[src/rtl/rr_grant_pkg.sv]
// rtl/rr_grant_pkg.sv - shared state encoding and scan chain layout for rr_grant_ctrl
package rr_grant_pkg;

  typedef enum logic [1:0] {
    ST_IDLE    = 2'b00,
    ST_GRANT   = 2'b01,
    ST_COOL    = 2'b10,
    ST_ILLEGAL = 2'b11
  } state_e;

  // Chain order MSB-first: state, ptr, id, cnt.
  localparam int SCAN_STATE_W = 2;
  localparam int SCAN_IDX_FIELDS = 2;

  function automatic int scan_len(input int idw, input int cw);
    return SCAN_STATE_W + SCAN_IDX_FIELDS * idw + cw;
  endfunction

endpackage

[src/rtl/rr_grant_ctrl_if.sv]
// rtl/rr_grant_ctrl_if.sv - request/grant bundle between requesters and rr_grant_ctrl
interface rr_grant_ctrl_if #(
  parameter int NCH = 4
);
  localparam int IDW = (NCH > 1) ? $clog2(NCH) : 1;

  logic           en;
  logic [NCH-1:0] req;
  logic [NCH-1:0] done;
  logic [NCH-1:0] gnt;
  logic [IDW-1:0] gnt_id;
  logic           busy;
  logic           timeout;

  modport master (output en, req, done, input gnt, gnt_id, busy, timeout);
  modport slave  (input en, req, done, output gnt, gnt_id, busy, timeout);
endinterface

[src/rtl/rr_pick.sv]
// rtl/rr_pick.sv - rotate-priority selector: first set request at or after ptr, wrapping
module rr_pick #(
  parameter int NCH = 4,
  parameter int IDW = 2
) (
  input  logic [NCH-1:0] i_req,
  input  logic [IDW-1:0] i_ptr,
  output logic           o_valid,
  output logic [IDW-1:0] o_idx
);
  logic [NCH-1:0] w_rot;
  logic [IDW:0]   w_sum;

  assign o_valid = |i_req;
  assign w_rot   = NCH'({i_req, i_req} >> i_ptr);

  // Walk downward so the lowest rotated position (closest to ptr) wins.
  always_comb begin
    o_idx = '0;
    w_sum = '0;
    for (int k = NCH - 1; k >= 0; k--) begin
      if (w_rot[k]) begin
        w_sum = {1'b0, i_ptr} + (IDW+1)'(k);
        if (w_sum >= (IDW+1)'(NCH)) w_sum = w_sum - (IDW+1)'(NCH);
        o_idx = w_sum[IDW-1:0];
      end
    end
  end
endmodule

[src/rtl/rr_grant_ctrl.sv]
// rtl/rr_grant_ctrl.sv - round-robin grant FSM with bounded hold, functional clear and scan chain
module rr_grant_ctrl
  import rr_grant_pkg::*;
#(
  parameter int NCH      = 4,
  parameter int HOLD_MAX = 8
) (
  input  logic             clk,
  input  logic             rst,
  input  logic             i_clr,
  input  logic             i_scan_en,
  input  logic             i_scan_in,
  output logic             o_scan_out,
  rr_grant_ctrl_if.slave   bus
);
  localparam int IDW      = (NCH > 1) ? $clog2(NCH) : 1;
  localparam int CW       = $clog2(HOLD_MAX);
  localparam int SCAN_LEN = scan_len(IDW, CW);

  state_e         r_state;
  logic [IDW-1:0] r_ptr;
  logic [IDW-1:0] r_id;
  logic [CW-1:0]  r_cnt;
  logic           r_timeout;

  logic                w_valid;
  logic [IDW-1:0]      w_idx;
  logic [SCAN_LEN-1:0] w_chain;
  logic [SCAN_LEN-1:0] w_chain_nxt;
  logic                w_granting;

  rr_pick #(.NCH(NCH), .IDW(IDW)) u_pick (
    .i_req   (bus.req),
    .i_ptr   (r_ptr),
    .o_valid (w_valid),
    .o_idx   (w_idx)
  );

  assign w_chain     = {r_state, r_ptr, r_id, r_cnt};
  assign w_chain_nxt = {w_chain[SCAN_LEN-2:0], i_scan_in};

  always_ff @(posedge clk) begin
    if (rst) begin
      r_state   <= ST_IDLE;
      r_ptr     <= '0;
      r_id      <= '0;
      r_cnt     <= '0;
      r_timeout <= 1'b0;
    end else if (i_scan_en) begin
      r_state   <= state_e'(w_chain_nxt[SCAN_LEN-1 -: SCAN_STATE_W]);
      r_ptr     <= w_chain_nxt[CW+IDW +: IDW];
      r_id      <= w_chain_nxt[CW +: IDW];
      r_cnt     <= w_chain_nxt[CW-1:0];
      r_timeout <= 1'b0;
    end else if (i_clr) begin
      r_state   <= ST_IDLE;
      r_cnt     <= '0;
      r_timeout <= 1'b0;
    end else begin
      r_timeout <= 1'b0;
      case (r_state)
        ST_IDLE: begin
          if (bus.en && w_valid) begin
            r_id    <= w_idx;
            r_cnt   <= '0;
            r_state <= ST_GRANT;
          end
        end
        ST_GRANT: begin
          // A normal release outranks the hold limit on the same cycle.
          if (bus.done[r_id] || !bus.req[r_id]) begin
            r_state <= ST_COOL;
          end else if (r_cnt == CW'(HOLD_MAX - 1)) begin
            r_timeout <= 1'b1;
            r_state   <= ST_COOL;
          end else begin
            r_cnt <= r_cnt + 1'b1;
          end
        end
        ST_COOL: begin
          r_ptr   <= (r_id >= IDW'(NCH - 1)) ? '0 : r_id + 1'b1;
          r_state <= ST_IDLE;
        end
        default: r_state <= ST_IDLE;
      endcase
    end
  end

  assign w_granting  = (r_state == ST_GRANT) && !i_scan_en;
  assign bus.gnt     = w_granting ? (NCH'(1) << r_id) : '0;
  assign bus.busy    = w_granting;
  assign bus.gnt_id  = r_id;
  assign bus.timeout = r_timeout && !i_scan_en;
  assign o_scan_out  = w_chain[SCAN_LEN-1];
endmodule
[src/flat_wrapper.sv]
// flat-port wrapper written by rule: the top's interface ports become plain ports
module rr_grant_ctrl_flat import rr_grant_pkg::*;
#(
  parameter int NCH      = 4,
  parameter int HOLD_MAX = 8
)
  (clk, rst, i_clr, i_scan_en, i_scan_in, o_scan_out, bus_en, bus_req, bus_done, bus_gnt, bus_gnt_id, bus_busy, bus_timeout);
  rr_grant_ctrl_if #(.NCH(NCH)) bus_i ();
  input  logic clk;
  input  logic rst;
  input  logic i_clr;
  input  logic i_scan_en;
  input  logic i_scan_in;
  output logic o_scan_out;
  input wire logic [$bits(bus_i.en)-1:0] bus_en;
  input wire logic [$bits(bus_i.req)-1:0] bus_req;
  input wire logic [$bits(bus_i.done)-1:0] bus_done;
  output wire logic [$bits(bus_i.gnt)-1:0] bus_gnt;
  output wire logic [$bits(bus_i.gnt_id)-1:0] bus_gnt_id;
  output wire logic [$bits(bus_i.busy)-1:0] bus_busy;
  output wire logic [$bits(bus_i.timeout)-1:0] bus_timeout;
  assign bus_i.en = bus_en;
  assign bus_i.req = bus_req;
  assign bus_i.done = bus_done;
  assign bus_gnt = bus_i.gnt;
  assign bus_gnt_id = bus_i.gnt_id;
  assign bus_busy = bus_i.busy;
  assign bus_timeout = bus_i.timeout;
  rr_grant_ctrl #(.NCH(NCH), .HOLD_MAX(HOLD_MAX)) u_core (.clk(clk), .rst(rst), .i_clr(i_clr), .i_scan_en(i_scan_en), .i_scan_in(i_scan_in), .o_scan_out(o_scan_out), .bus(bus_i));
endmodule
[config.mk]
export PLATFORM = sky130hd
export DESIGN_NAME = rr_grant_ctrl_flat
export DESIGN_NICKNAME = d
export VERILOG_FILES = /design/src/rtl/rr_grant_pkg.sv /design/src/rtl/rr_grant_ctrl_if.sv /design/src/rtl/rr_pick.sv /design/src/rtl/rr_grant_ctrl.sv /design/src/flat_wrapper.sv
export SDC_FILE = /design/constraint.sdc
export NUM_CORES = 1
export LEC_CHECK = 0
export ABC_AREA = 1
export BUFFER_PORTS_ARGS = -buffer_cell sky130_fd_sc_hd__buf_2
export CELL_PAD_IN_SITES_DETAIL_PLACEMENT = 1
export CELL_PAD_IN_SITES_GLOBAL_PLACEMENT = 2
export CORE_MARGIN = 3
export CORE_UTILIZATION = 28
export DETAILED_ROUTE_END_ITERATION = 7
export PLACE_DENSITY_LB_ADDON = 0.3
export SYNTH_ARGS = -nofsm -noshare
export SYNTH_HDL_FRONTEND = slang
export SYNTH_SLANG_ARGS = --single-unit
[constraint.sdc]
create_clock -name clk -period 4.5 [get_ports clk]
set_clock_uncertainty 0.15 [all_clocks]
set_input_delay 0 -clock clk [delete_from_list [all_inputs] [get_ports clk]]
set_output_delay 0 -clock clk [all_outputs]
set_load 0.01 [all_outputs]
==> flow_metrics.env, run 1 <==
export IMPL_swShare=0.364
export IMPL_holdWs_ns=0.0171
export IMPL_grt_util_all_layers=0.143
export IMPL_path_max_fanout=7
export IMPL_ir_worst_vdd_mv=0.0751
export IMPL_p_sw_uw=87.9
export IMPL_num_io_pins=23
export IMPL_dr_wl_met3_um=124
export IMPL_cp_start_kind="register"
export IMPL_wl_met2_um=1180
export IMPL_start_util=0.300
export IMPL_ys_seq_elements=10
export IMPL_clkTransAtPathRegs_ns=0.07
export IMPL_die_area_um2=4090
export IMPL_outcome="complete, no violations"
export IMPL_grt_max_degree=14
export IMPL_worstSetupPathType="reg -> reg"
export IMPL_syn_nets=176
export IMPL_synth_compound_area_share=0.164
export IMPL_clkSinkCount=10
export IMPL_slew_limit_headroom=0.704
export IMPL_required_ns=4.50
export IMPL_max_cap_viol_count=0
export IMPL_synth_top_family_by_area="simple AND/OR/NAND/NOR gates"
export IMPL_diodes=0
export IMPL_synthAdderAreaFrac=0.0799
export IMPL_routedLengthMet1_um=1330
export IMPL_clkPwrFrac=0.258
export IMPL_grt_overflow_total=0
export IMPL_numCtsBuffers=3
export IMPL_cp_common_cell="nand2_1"
export IMPL_multi_input_area_um2=608
export IMPL_io_buffers=22
export IMPL_fmax_ghz=0.465
export IMPL_crit_arrival_ns=2.15
export IMPL_crit_chain="inv_2 -> nor2_1 -> nand2_1 -> nand3_1 -> nand2_1 -> o21ai_4 -> nand2_2 -> nand2_1 -> a21oi_2 -> dlygate4sd3_1"
export IMPL_rows=20
export IMPL_grt_pass1_vias=1070
export IMPL_finalCritPeriodShare=0.477
export IMPL_grt_pass1_wl_um=4780
export IMPL_powerDensity_nw_per_um2=215
export IMPL_wirelength_um=2640
export IMPL_hold_viol_final=0
export IMPL_routabilityCongestion=0.760
export IMPL_post_dp_hpwl_um=2120
export IMPL_ys_types=25
export IMPL_insertion_delay_ns=0.26
export IMPL_fin_crit_ns=2.15
export IMPL_drt_iter0_markers=47
export IMPL_rsz0062_at_grt="false"
export IMPL_layout_common_cells="40 x nand2_1, 23 x inv_1, 22 x buf_2, 19 x nor2_1, 16 x nand3_1"
export IMPL_die_w_um=63.9
export IMPL_drc_errors=0
export IMPL_synthCells=156
export IMPL_total_leakage_power_uw=0.000585
export IMPL_firstDrtPassIters=4
export IMPL_synthMuxAreaShare=0
export IMPL_top_layer="met4"
export IMPL_fin_nets=201
export IMPL_yosys_area_share_simple=0.394
export IMPL_ctsHtreeMaxLevel=1
export IMPL_yosys_warnings=0
export IMPL_drt_wirelength_per_cell_um=11.8
export IMPL_fin_tns_setup_ns=0
export IMPL_drive_above_1_share=0.212
export IMPL_drt_antenna_violating_nets=0
export IMPL_synthXorXnorAreaFrac=0.00932
export IMPL_worst_slew_pin_slew_ns=0.443
export IMPL_cp_end_kind="register"
export IMPL_final_common_cell="nand2_1"
export IMPL_slowest_delay_ns=0.55
export IMPL_seqCellArea_um2=200
export IMPL_root_buffer="clkbuf_4"
export IMPL_tritoncts="built"
export IMPL_core_um2=3130
export IMPL_synth_cell_area_um2=940
export IMPL_vias_per_cell=4.56
export IMPL_maxSlewViolCount=0
export IMPL_cp_slowest_cell="dlygate4sd3_1"
export IMPL_syn_avg_cell_area_um2=6.02
export IMPL_vias=1016
export IMPL_comb_power_share=0.325
export IMPL_internal_power_uw=154
export IMPL_setup_viol=0
export IMPL_p_seq_frac=0.417
export IMPL_die_h_um=63.9
export IMPL_antenna_found_initial=0
export IMPL_cts_buffer_depth=2
export IMPL_hold_class="in -> reg"
export IMPL_yosysSeqAreaShare=0.213
export IMPL_area_growth_pct=19.4
export IMPL_fill_cells=439
[flip-flops by register name (all words and copies together) (netlist names)]
name               cells
u_core.bus.gnt_id      2
u_core.r_cnt           3
u_core.r_ptr           2
u_core.r_state         2
u_core.r_timeout       1
[logic make-up after synthesis]
family,after synthesis
AOI/OAI and AO/OA,24
xor gates and xnor gates,1
adders and majority gates,6
buffers and inverters,31
DFF,10
and+or+nand+nor,84
[synth_stat cells]
master,number,share of area
inv_2,3,0.012
nand4_1,1,0.0067
nor2_4,1,0.012
o21ai_4,1,0.017
or2_4,1,0.0093
nand3b_1,2,0.016
o31ai_2,1,0.013
nand2_4,1,0.012
buf_2,2,0.011
dfxtp_1,10,0.21
buf_4,2,0.016
xnor2_1,1,0.0093
o21ai_0,3,0.016
o21ai_1,4,0.021
nand2_1,40,0.16
ha_1,6,0.080
a31oi_1,3,0.020
nand3_1,16,0.085
nor2_1,19,0.076
inv_1,23,0.092
a21oi_1,9,0.048
a21oi_2,3,0.028
clkinv_4,1,0.0093
nand2_2,1,0.0067
nor3_1,2,0.011
[metal layers]
| layer | GRT usage | up-vias |
|---|---|---|
| met2 | 0.231 | 22 |
| li1 | - | 540 |
| met4 | 0.0270 | 0 |
| met1 | 0.189 | 452 |
| met3 | 0.0422 | 2 |
| met5 | 0 | - |
[layout make-up]
type                       instances  share of cell area
tap                               44              0.0491
clock buffer                       3              0.0201
inverter                          27              0.0948
multi-input combinational        115               0.542
timing repair buffer              24               0.116
sequential                        10               0.178
[critical path, delay by kind of cell (launching register included)]
family | cells | cell delay (ns)
buffers and inverters | 2 | 0.66
AND/OR/NAND/NOR | 6 | 0.52
flip-flops | 1 | 0.46
AO/OA/AOI/OAI | 2 | 0.25
[stage by stage]
step                 util  instances  area (um2)  setup WS, ns  total power, uW
global route        0.359        223        1120          2.13              262
detailed placement  0.345        218        1080          2.85              180
CTS                 0.359        223        1120          2.34              243
floorplan               -        156         940          2.98              157
finish              0.359        223        1120          2.35              242
global placement    0.345        218        1080          2.93              178
[path summary, 6_finish.rpt]
| path | from | cells after the start | end | slack (ns) |
|---|---|---|---|---|
| max | u_core.bus.gnt_id[0] | 10 | u_core.r_cnt[0] | 2.35 |
| min | i_clr | 4 | u_core.r_timeout | 0.02 |
| max reg2reg | u_core.bus.gnt_id[0] | 10 | u_core.r_cnt[0] | 2.35 |
| min reg2reg | u_core.r_cnt[2] | 2 | u_core.r_cnt[2] | 0.34 |
[power groups by stage]
stage	sequential (uW)	combinational [uW]	clock, uW
global route	102	91.3	68.4
finish	101	78.6	62.3
detailed placement	103	77.0	0
global placement	103	75.0	0
CTS	101	79.0	62.9
floorplan	99.4	57.7	0
[repair_timing]
item | CTS | global route
hold buffers | 2 | 0
setup buffers | 0 | 0
resized for setup | 0 | 0
setup endpoints to repair | 0 | 0
endpoints found under the hold margin | 6 | 0
No activity file was read; power rests on OpenSTA's default activity.
==> run 2, diff against run 1 <==
--- a/config.mk
+++ b/config.mk
@@ -10,7 +10,7 @@
 export CELL_PAD_IN_SITES_DETAIL_PLACEMENT = 1
 export CELL_PAD_IN_SITES_GLOBAL_PLACEMENT = 2
 export CORE_MARGIN = 3
-export CORE_UTILIZATION = 28
+export CORE_UTILIZATION = 26
 export DETAILED_ROUTE_END_ITERATION = 7
 export PLACE_DENSITY_LB_ADDON = 0.3
 export SYNTH_ARGS = -nofsm -noshare
==> constraint.sdc (replaced) <==
create_clock -name clk -period 2.18 [get_ports clk]
set_clock_uncertainty 0.15 [all_clocks]
set_input_delay 0 -clock clk [delete_from_list [all_inputs] [get_ports clk]]
set_output_delay 0 -clock clk [all_outputs]
set_load 0.01 [all_outputs]
==> run 2 against run 1 <==
  * Sequential power increased by 110%
  * Die area increased by 7.0%
  * Clock-buffer cell count stayed put
  * Setup slack got worse by 1.8 ns
  * Cell area is 0.67% lower
  * Sequential share of layout area is 0.12 points higher
  * Clock power increased by 96%
  * Critical path depth down 1
  * Global-route usage is 1.9 points lower
  * Largest cell class unchanged
  * Combinational power is 100% higher
  * Fmax rose by 28%
  * Final cell count is 0.45% higher
==> flow_metrics.env, run 2 (same netlist as run 1, synthesis figures left out) <==
export IMPL_drive_above_1_share=0.213
export IMPL_largest_reg_flops=3
export IMPL_setup_viol=0
export IMPL_cp_end_kind="register"
export IMPL_drc_errors=0
export IMPL_crit_chain="inv_2 -> nor2_1 -> nand2_1 -> nand3_1 -> nand2_1 -> o21ai_4 -> nand2_2 -> o21ai_1 -> nor2_1"
export IMPL_wirelength_um=2640
export IMPL_worst_slew_pin_slew_ns=0.359
export IMPL_reg2reg_to="u_core.r_cnt[1]"
export IMPL_drt_iter0_markers=18
export IMPL_fill_cells=471
export IMPL_hold_viol_final=0
export IMPL_insertion_delay_ns=0.26
export IMPL_crit_path_start="u_core.bus.gnt_id[0]"
export IMPL_grt_pass1_wl_um=4320
export IMPL_drt_wirelength_per_cell_um=11.8
export IMPL_grt_max_degree=14
export IMPL_post_dp_hpwl_um=2220
export IMPL_area_growth_pct=18.6
export IMPL_crit_cells=9
export IMPL_io_buffers=22
export IMPL_fin_nets=200
export IMPL_antenna_found_initial=0
export IMPL_total_leakage_power_uw=0.000579
export IMPL_routabilityCongestion=0.770
export IMPL_dpl_instance_area_um2=1080
export IMPL_ctsHtreeMaxLevel=1
export IMPL_cts_buffer_depth=2
export IMPL_critical_path_top_delay_family="simple AND/OR/NAND/NOR gates"
export IMPL_tritoncts="built"
export IMPL_path_max_fanout=7
export IMPL_firstDrtPassIters=4
export IMPL_numCtsBuffers=3
export IMPL_required_ns=2.17
export IMPL_crit_arrival_ns=1.66
export IMPL_cts_setup_buffers=0
export IMPL_ff2ff_path_depth=9
export IMPL_vias_per_cell=4.63
export IMPL_cts_resized=0
export IMPL_critPathBufInv=1
export IMPL_fin_crit_ns=1.67
export IMPL_vias=1036
export IMPL_die_w_um=66.1
export IMPL_rr_startpoint="u_core.bus.gnt_id[0]"
export IMPL_rows=21
export IMPL_final_common_cell="nand2_1"
export IMPL_slew_limit_headroom=0.760
export IMPL_num_io_pins=23
export IMPL_fmax_ghz=0.597
export IMPL_postCtsHoldBufs=1
export IMPL_core_um2=3420
export IMPL_clkTransAtPathRegs_ns=0.07
export IMPL_ir_worst_vdd_mv=0.182
export IMPL_grt_util_all_layers=0.125
export IMPL_grt_pass1_vias=1040
export IMPL_largest_register="u_core.r_cnt"
export IMPL_layout_common_cells="40 x nand2_1, 23 x inv_1, 22 x buf_2, 19 x nor2_1, 16 x nand3_1"
export IMPL_root_buffer="clkbuf_4"
export IMPL_grt_overflow_total=0
export IMPL_outcome="complete, no violations"
export IMPL_finalCritPeriodShare=0.768
export IMPL_worstSetupPathType="reg -> reg"
export IMPL_rsz0062_at_grt="false"
export IMPL_fin_tns_setup_ns=0
export IMPL_cp_slowest_cell="dfxtp_1"
export IMPL_die_area_um2=4370
export IMPL_powerDensity_nw_per_um2=438
export IMPL_final_area_um2=1110
export IMPL_p_total_uw=488
export IMPL_endpoint="u_core.r_cnt[1]"
export IMPL_cp_start_kind="register"
export IMPL_hold_class="in -> reg"
export IMPL_diodes=0
export IMPL_holdPathStages=5
export IMPL_regToRegSetupSlack_ns=0.51
export IMPL_post_place_ws_ns=0.515
export IMPL_clkSinkCount=10
export IMPL_fin_ws_ns=0.506
export IMPL_max_cap_viol_count=0
export IMPL_drt_antenna_violating_nets=0
export IMPL_start_util=0.275
export IMPL_slowest_delay_ns=0.46
export IMPL_die_h_um=66.1
export IMPL_maxSlewViolCount=0
run 2: cell types whose count changed in the layout (fill, tap and decap cells not counted), sizes merged:
| cell | previous run | this run |
|---|---|---|
| dlygate4sd3 | 2 | 1 |
run 2: through the flow:
step,cells,hold WS [ns],util
3_5_place_dp,220,0.150,0.317
4_1_cts,224,0.00876,0.326
2_1_floorplan,156,-0.117,-
6_report,224,0.000984,0.326
3_3_place_gp,220,0.140,0.317
5_1_grt,224,0.0277,0.326
run 2: worst min path at each step:
| stage | from | end |
|---|---|---|
| floorplan | i_scan_en | bus_busy |
| global placement | rst | u_core.r_cnt[2] |
| detailed placement | rst | u_core.r_cnt[0] |
| CTS | i_scan_in | u_core.r_cnt[0] |
| global route | i_clr | u_core.r_timeout |
| finish | i_scan_in | u_core.r_cnt[0] |
run 2: metal layers:
metal,wire length (um),global-route usage,part of all wire
met4,27,0.0381,0.010
met5,0,0,0
met2,1370,0.247,0.52
met3,97,0.0153,0.037
met1,1150,0.134,0.44
run 2: layout make-up:
class	instances	area (um2)	share of cell area
Timing Repair Buffer	23	120	0.108
Sequential cell	10	200	0.180
Multi-Input combinational cell	115	608	0.545
Inverter	27	106	0.0954
Clock buffer	3	22.5	0.0202
Tap cell	46	57.6	0.0516
run 2: tightest hold or removal path, delay by kind of cell:
family / cells / cell delay, ns
and+or+nand+nor: 2 / 0.14
buffers and inverters: 1 / 0.09
AOI/OAI and AO/OA: 2 / 0.12
run 2: where the power goes:
group	internal, uW	switching, uW
Sequential	193	15.6
Clock	63.4	58.2
Combinational	59.1	99.0
